--- src/rtl/alu_control_sequencer.sv ---
`default_nettype none
// ============================================================================
// Module   : alu_control_sequencer
// Brief    : Moore control unit that sequences DataPath fetch (T0-T2) and
//            register-register ALU execute (T3-T6); optional SINGLE_STEP_EN
//            macro adds a step port that gates every state transition.
// Revision : 1.0 - initial release
// ============================================================================
module alu_control_sequencer #(
  parameter int CNT_W = 16
) (
  input  logic             clock,
  input  logic             clear,
  input  logic             run,
  input  logic             mem_rdy,
  input  logic [31:0]      ir,
`ifdef SINGLE_STEP_EN
  input  logic             step,
`endif
  output logic [15:0]      Rin,
  output logic [15:0]      Rout,
  output logic             PCout,
  output logic             PCin,
  output logic             incPC,
  output logic             MARin,
  output logic             MDRin,
  output logic             read,
  output logic             MDRout,
  output logic             IRin,
  output logic             Yin,
  output logic             Zin,
  output logic             ZLowOut,
  output logic             ZHighOut,
  output logic             HIin,
  output logic             LOin,
  output logic [4:0]       opcode,
  output logic             busy,
  output logic             halted,
  output logic             illegal,
  output logic [CNT_W-1:0] instr_cnt
);

  localparam logic [4:0] c_op_add  = 5'b00011;
  localparam logic [4:0] c_op_sub  = 5'b00100;
  localparam logic [4:0] c_op_and  = 5'b00101;
  localparam logic [4:0] c_op_or   = 5'b00110;
  localparam logic [4:0] c_op_shr  = 5'b00111;
  localparam logic [4:0] c_op_shra = 5'b01000;
  localparam logic [4:0] c_op_shl  = 5'b01001;
  localparam logic [4:0] c_op_ror  = 5'b01010;
  localparam logic [4:0] c_op_rol  = 5'b01011;
  localparam logic [4:0] c_op_mul  = 5'b01111;
  localparam logic [4:0] c_op_div  = 5'b10000;
  localparam logic [4:0] c_op_neg  = 5'b10001;
  localparam logic [4:0] c_op_not  = 5'b10010;
  localparam logic [4:0] c_op_nop  = 5'b11010;
  localparam logic [4:0] c_op_halt = 5'b11011;

  typedef enum logic [3:0] {
    S_IDLE = 4'd0,
    S_T0   = 4'd1,
    S_T1   = 4'd2,
    S_T2   = 4'd3,
    S_T3   = 4'd4,
    S_T4   = 4'd5,
    S_T5   = 4'd6,
    S_T6   = 4'd7,
    S_HALT = 4'd8
  } state_t;

  state_t             state_q, state_d;
  logic [CNT_W-1:0]   cnt_q, cnt_d;
  logic               illegal_q, illegal_d;

  logic [4:0]         op;
  logic [15:0]        ra_oh, rb_oh, rc_oh;
  logic               is_alu, is_unary, is_muldiv, is_nop, is_halt;
  logic               adv;
  logic               unused_ir_bits;

  assign op             = ir[31:27];
  assign ra_oh          = 16'h0001 << ir[26:23];
  assign rb_oh          = 16'h0001 << ir[22:19];
  assign rc_oh          = 16'h0001 << ir[18:15];
  assign unused_ir_bits = ^ir[14:0];

`ifdef SINGLE_STEP_EN
  assign adv = step;
`else
  assign adv = 1'b1;
`endif

  always_comb begin
    is_alu    = 1'b0;
    is_unary  = 1'b0;
    is_muldiv = 1'b0;
    is_nop    = 1'b0;
    is_halt   = 1'b0;
    case (op)
      c_op_add, c_op_sub, c_op_and, c_op_or, c_op_shr,
      c_op_shra, c_op_shl, c_op_ror, c_op_rol: is_alu = 1'b1;
      c_op_mul, c_op_div: begin
        is_alu    = 1'b1;
        is_muldiv = 1'b1;
      end
      c_op_neg, c_op_not: begin
        is_alu   = 1'b1;
        is_unary = 1'b1;
      end
      c_op_nop:  is_nop  = 1'b1;
      c_op_halt: is_halt = 1'b1;
      default: ;
    endcase
  end

  // Next state; every retirement (nop at T3, ALU at T5/T6) bumps the counter.
  always_comb begin
    state_d   = state_q;
    cnt_d     = cnt_q;
    illegal_d = illegal_q;
    if (adv) begin
      case (state_q)
        S_IDLE: if (run) state_d = S_T0;
        S_T0:   state_d = S_T1;
        S_T1:   if (mem_rdy) state_d = S_T2;
        S_T2:   state_d = S_T3;
        S_T3: begin
          if (is_alu) begin
            state_d = S_T4;
          end else if (is_nop) begin
            cnt_d   = cnt_q + CNT_W'(1);
            state_d = run ? S_T0 : S_IDLE;
          end else if (is_halt) begin
            cnt_d   = cnt_q + CNT_W'(1);
            state_d = S_HALT;
          end else begin
            illegal_d = 1'b1;
            state_d   = S_IDLE;
          end
        end
        S_T4:   state_d = S_T5;
        S_T5: begin
          if (is_muldiv) begin
            state_d = S_T6;
          end else begin
            cnt_d   = cnt_q + CNT_W'(1);
            state_d = run ? S_T0 : S_IDLE;
          end
        end
        S_T6: begin
          cnt_d   = cnt_q + CNT_W'(1);
          state_d = run ? S_T0 : S_IDLE;
        end
        S_HALT: state_d = S_HALT;
        default: state_d = S_IDLE;
      endcase
    end
  end

  always_ff @(posedge clock or posedge clear) begin
    if (clear) begin
      state_q   <= S_IDLE;
      cnt_q     <= '0;
      illegal_q <= 1'b0;
    end else begin
      state_q   <= state_d;
      cnt_q     <= cnt_d;
      illegal_q <= illegal_d;
    end
  end

  // Controls depend on state_q plus the IR fields, which are stable from T3 on.
  always_comb begin
    Rin      = '0;
    Rout     = '0;
    PCout    = 1'b0;
    PCin     = 1'b0;
    incPC    = 1'b0;
    MARin    = 1'b0;
    MDRin    = 1'b0;
    read     = 1'b0;
    MDRout   = 1'b0;
    IRin     = 1'b0;
    Yin      = 1'b0;
    Zin      = 1'b0;
    ZLowOut  = 1'b0;
    ZHighOut = 1'b0;
    HIin     = 1'b0;
    LOin     = 1'b0;
    opcode   = '0;
    busy     = 1'b0;
    halted   = 1'b0;
    case (state_q)
      S_T0: begin
        busy  = 1'b1;
        PCout = 1'b1;
        MARin = 1'b1;
        incPC = 1'b1;
        Zin   = 1'b1;
      end
      S_T1: begin
        busy    = 1'b1;
        ZLowOut = 1'b1;
        PCin    = 1'b1;
        read    = 1'b1;
        MDRin   = 1'b1;
      end
      S_T2: begin
        busy   = 1'b1;
        MDRout = 1'b1;
        IRin   = 1'b1;
      end
      S_T3: begin
        busy = 1'b1;
        if (is_alu) begin
          Rout = rb_oh;
          Yin  = 1'b1;
        end
      end
      S_T4: begin
        busy   = 1'b1;
        Rout   = is_unary ? rb_oh : rc_oh;
        opcode = op;
        Zin    = 1'b1;
      end
      S_T5: begin
        busy    = 1'b1;
        ZLowOut = 1'b1;
        if (is_muldiv) LOin = 1'b1;
        else           Rin  = ra_oh;
      end
      S_T6: begin
        busy     = 1'b1;
        ZHighOut = 1'b1;
        HIin     = 1'b1;
      end
      S_HALT: halted = 1'b1;
      default: ;
    endcase
  end

  assign instr_cnt = cnt_q;
  assign illegal   = illegal_q;

endmodule
`default_nettype wire

--- config.mk ---
export PLATFORM = sky130hd
export DESIGN_NAME = alu_control_sequencer
export DESIGN_NICKNAME = d
export VERILOG_FILES = /design/src/rtl/alu_control_sequencer.sv
export SDC_FILE = /design/constraint.sdc
export NUM_CORES = 1
export LEC_CHECK = 0
export ABC_AREA = 1
export CORE_MARGIN = 4
export CORE_UTILIZATION = 42
export CTS_CLUSTER_SIZE = 14
export DETAILED_ROUTE_END_ITERATION = 6
export PLACE_DENSITY = 0.82
export SLEW_MARGIN = 10
export SYNTH_ARGS = -nofsm -noshare
export SYNTH_HDL_FRONTEND = slang
export SYNTH_SLANG_ARGS = --single-unit
--- constraint.sdc ---
create_clock -name clock -period 1.65 [get_ports clock]
set_input_delay 0.33 -clock clock [delete_from_list [all_inputs] [get_ports clock]]
set_output_delay 0.33 -clock clock [all_outputs]
set_load 0.005 [all_outputs]
==> impl_metrics.tcl <==
set metrics [dict create \
    clockBufferDepth 2 \
    rsz0062_at_grt "true" \
    fin_ws_ns -0.463 \
    vdd_ir_drop_max_v 0.000842 \
    worst-path-buf-inv 6 \
    first_global_vias 3407 \
    syn_area_per_cell_sq_um 6.02 \
    grt_max_degree 22 \
    remaining_drc_errors 0 \
    fin_worst_skew_ns 0.00235 \
    fp-row-count 26 \
    grt_pass1_wl_um 16700 \
    fin_util_pct 85.2 \
    hold_class "in2async" \
    synth_top_area_cell "dfrtp_1" \
    drt_pass1_iterations 5 \
    drt-initial-drc-count 267 \
    whs_ns 0.418 \
    syn-num-nets 415 \
    avgRoutedWirePerCell_um 19.1 \
    die-width_um 81.6 \
    power.total_w 0.00444 \
    vias 3531 \
    startpoint_type "input pin" \
    antenna_cells 0 \
    vias_per_cell 5.70 \
    hold_viol 0 \
    power.leakage_nw 2.15 \
    critPathKind "in2out" \
    antenna_found_initial 0 \
    max-cap-violations 0 \
    clk-insertion-delay-late_ns 0.26 \
    hpwlAfterDp_um 6680 \
    gp_congestion 0.949 \
    cts_root_buf "clkbuf_8" \
    dieArea_sq_um 6660 \
    worst_pin_slew_ns 0.458 \
    rr_worst_depth 11 \
    r2r_start "state_q[2]$_DFFE_PP0P_" \
    period_minus_slack_ns 2.11 \
    end_kind "output port" \
    ios 106 \
    cp_slowest_cell "clkdlybuf4s15_2" \
    initial_core_util_pct 44.0 \
    crit_fanout 8 \
    n_fill_cell 287 \
    max_freq_mhz 473 \
    r2r_end "instr_cnt[3]$_DFFE_PP0P_" \
    violations "setup timing" \
    dp_slack_ns -0.970 \
    path_cells "buf_2 -> buf_6 -> nor2_2 -> nand3_1 -> nand2_2 -> inv_2 -> buf_6 -> buf_4 -> nand3_4 -> nor2_1 -> clkdlybuf4s15_2" \
    netlist_instances 378 \
    clk_pin_slew_ns 0.08 \
    portBuffers 90 \
    ant_nets 0 \
    ys_ff_latch 21 \
    yosysUniqueCellTypes 34 \
    crit_family "buffers and inverters" \
    relSlewSlack_pct 69.2 \
    critPathMaxStageDelay_ns 0.22 \
    period_share_pct 128 \
    finalSetupViolCount 64 \
    worstPathRequired_ns 1.32 \
    fin_area_sq_um 4410 \
    critPathArrivalTime_ns 1.78 \
    grt_overflow_total 0 \
    synth.area.top_cells "dfrtp_1 (23%), nand2_1 (14%), nand3_1 (11%)" \
    post_dp_cell_area_sq_um 3570 \
    ys_seq_area_share_pct 23.1 \
    gr-usage-all-layers_pct 32.3 \
    wirelength_um 11800 \
    outcome "finished with violations" \
    fin_nets 588 \
    drive_gt1_share_pct 51.5 \
    power_density_nw_per_um2 1010 \
    die_y_um 81.6 \
    cts_tree "yes" \
    critPathMostFrequentCell "buf_6" \
    cts_buffers 3 \
    cts_max_level 1 \
    core_sq_um 5170 \
    slew_violations 0 \
    yosysWarnings 0 \
    netlist_area_sq_um 2280 \
    cts_sinks 21 \
    synth.top_cell.area_share_pct 23.1 \
    rrSetupSlack_ns -0.09 \
    area.growth.synth_to_final_pct 93.6 \
]
## kinds of logic (layout without fill, tap and decap cells)
| group | Yosys count | count (layout) | synth area share, % |
|---|---|---|---|
| flip-flops | 21 | 21 | 23.1 |
| XOR/XNOR | 9 | 9 | 3.46 |
| AO/OA/AOI/OAI | 62 | 62 | 15.5 |
| buffers and inverters | 62 | 234 | 12.4 |
| adder cells (fa/ha/maj) | 1 | 1 | 0.549 |
| AND/OR/NAND/NOR | 223 | 223 | 45.0 |
## routing by layer
metal  up-vias  share of wire [%]  GRT usage, %
li1       1573                  -             -
met1      1655                 36          38.8
met2       224                 49          58.1
met3        79                8.2          5.04
met4         0                6.3          11.8
met5         -                  0             0
## per-stage QoR
stage	instances	setup TNS [ns]
2_1_floorplan	378	0
3_3_place_gp	570	-40.98
3_5_place_dp	570	-43.03
4_1_cts	615	-9.74
5_1_grt	620	-17.30
6_report	620	-14.21
## tightest hold or removal path, stage by stage
cell and delay (ns):
clkdlybuf4s50_1 0.40, inv_1 0.06, buf_4 0.28
## cell usage after synthesis (all sizes together)
cell	number
o21ai	53
o21bai	2
ha	1
o211ai	1
nand2	88
o22ai	1
dfrtp	21
a21oi	4
nor2	68
a31o	1
nor3	8
clkbuf	2
xor2	9
buf	14
inv	46
nand4	5
nand3	52
nor4	1
nand3b	1
## cells in the final DEF, fill, tap and decap left out, drive strengths merged, types with 2 or more instances in the layout
cell type | Yosys | routed
buf | 14 | 145
nand2 | 88 | 88
nor2 | 68 | 68
o21ai | 53 | 53
nand3 | 52 | 52
inv | 46 | 46
clkdlybuf4s50 | 0 | 24
dfrtp | 21 | 21
xor2 | 9 | 9
clkdlybuf4s15 | 0 | 8
nor3 | 8 | 8
dlygate4sd2 | 0 | 6
nand4 | 5 | 5
clkbuf | 2 | 4
a21oi | 4 | 4
o21bai | 2 | 2
## worst max-delay path by stage
stage / startpoint / end / cells past startpoint
floorplan: state_q[1]$_DFFE_PP0P_ / Rout[10] / 6
global route: ir[29] / Rin[10] / 11
global placement: ir[31] / Rin[0] / 10
finish: ir[29] / Rin[10] / 11
detailed placement: ir[31] / Rin[7] / 10
CTS: state_q[1]$_DFFE_PP0P_ / Rin[7] / 9
## flip-flops by register name (all words and copies together) (netlist names)
signal	count
state_q	4
illegal	1
instr_cnt	16
## what timing repair did
item	CTS	global route
resized for setup	378	61
setup buffers	43	13
hold buffers	0	0
gates cloned	2	0
pin swaps	58	24
endpoints found under the setup margin	72	72
## final cells by class
type                       count  area [sq um]  share of cell area, %
clock inverter                 1          5.00                  0.114
timing repair buffer         184          1630                   36.9
tap                           70          87.6                   1.99
inverter                      46           193                   4.37
multi-input combinational    295          1920                   43.6
sequential                    21           531                   12.0
clock buffer                   3          41.3                  0.936
## where the power goes
part,total [W],internal [W],switching [W]
registers,0.000872,0.000667,0.000205
clock network,0.000354,0.000169,0.000185
logic,0.00322,0.00158,0.00164
total,0.00444,0.00242,0.00203
(Power assumes the default switching activity.)
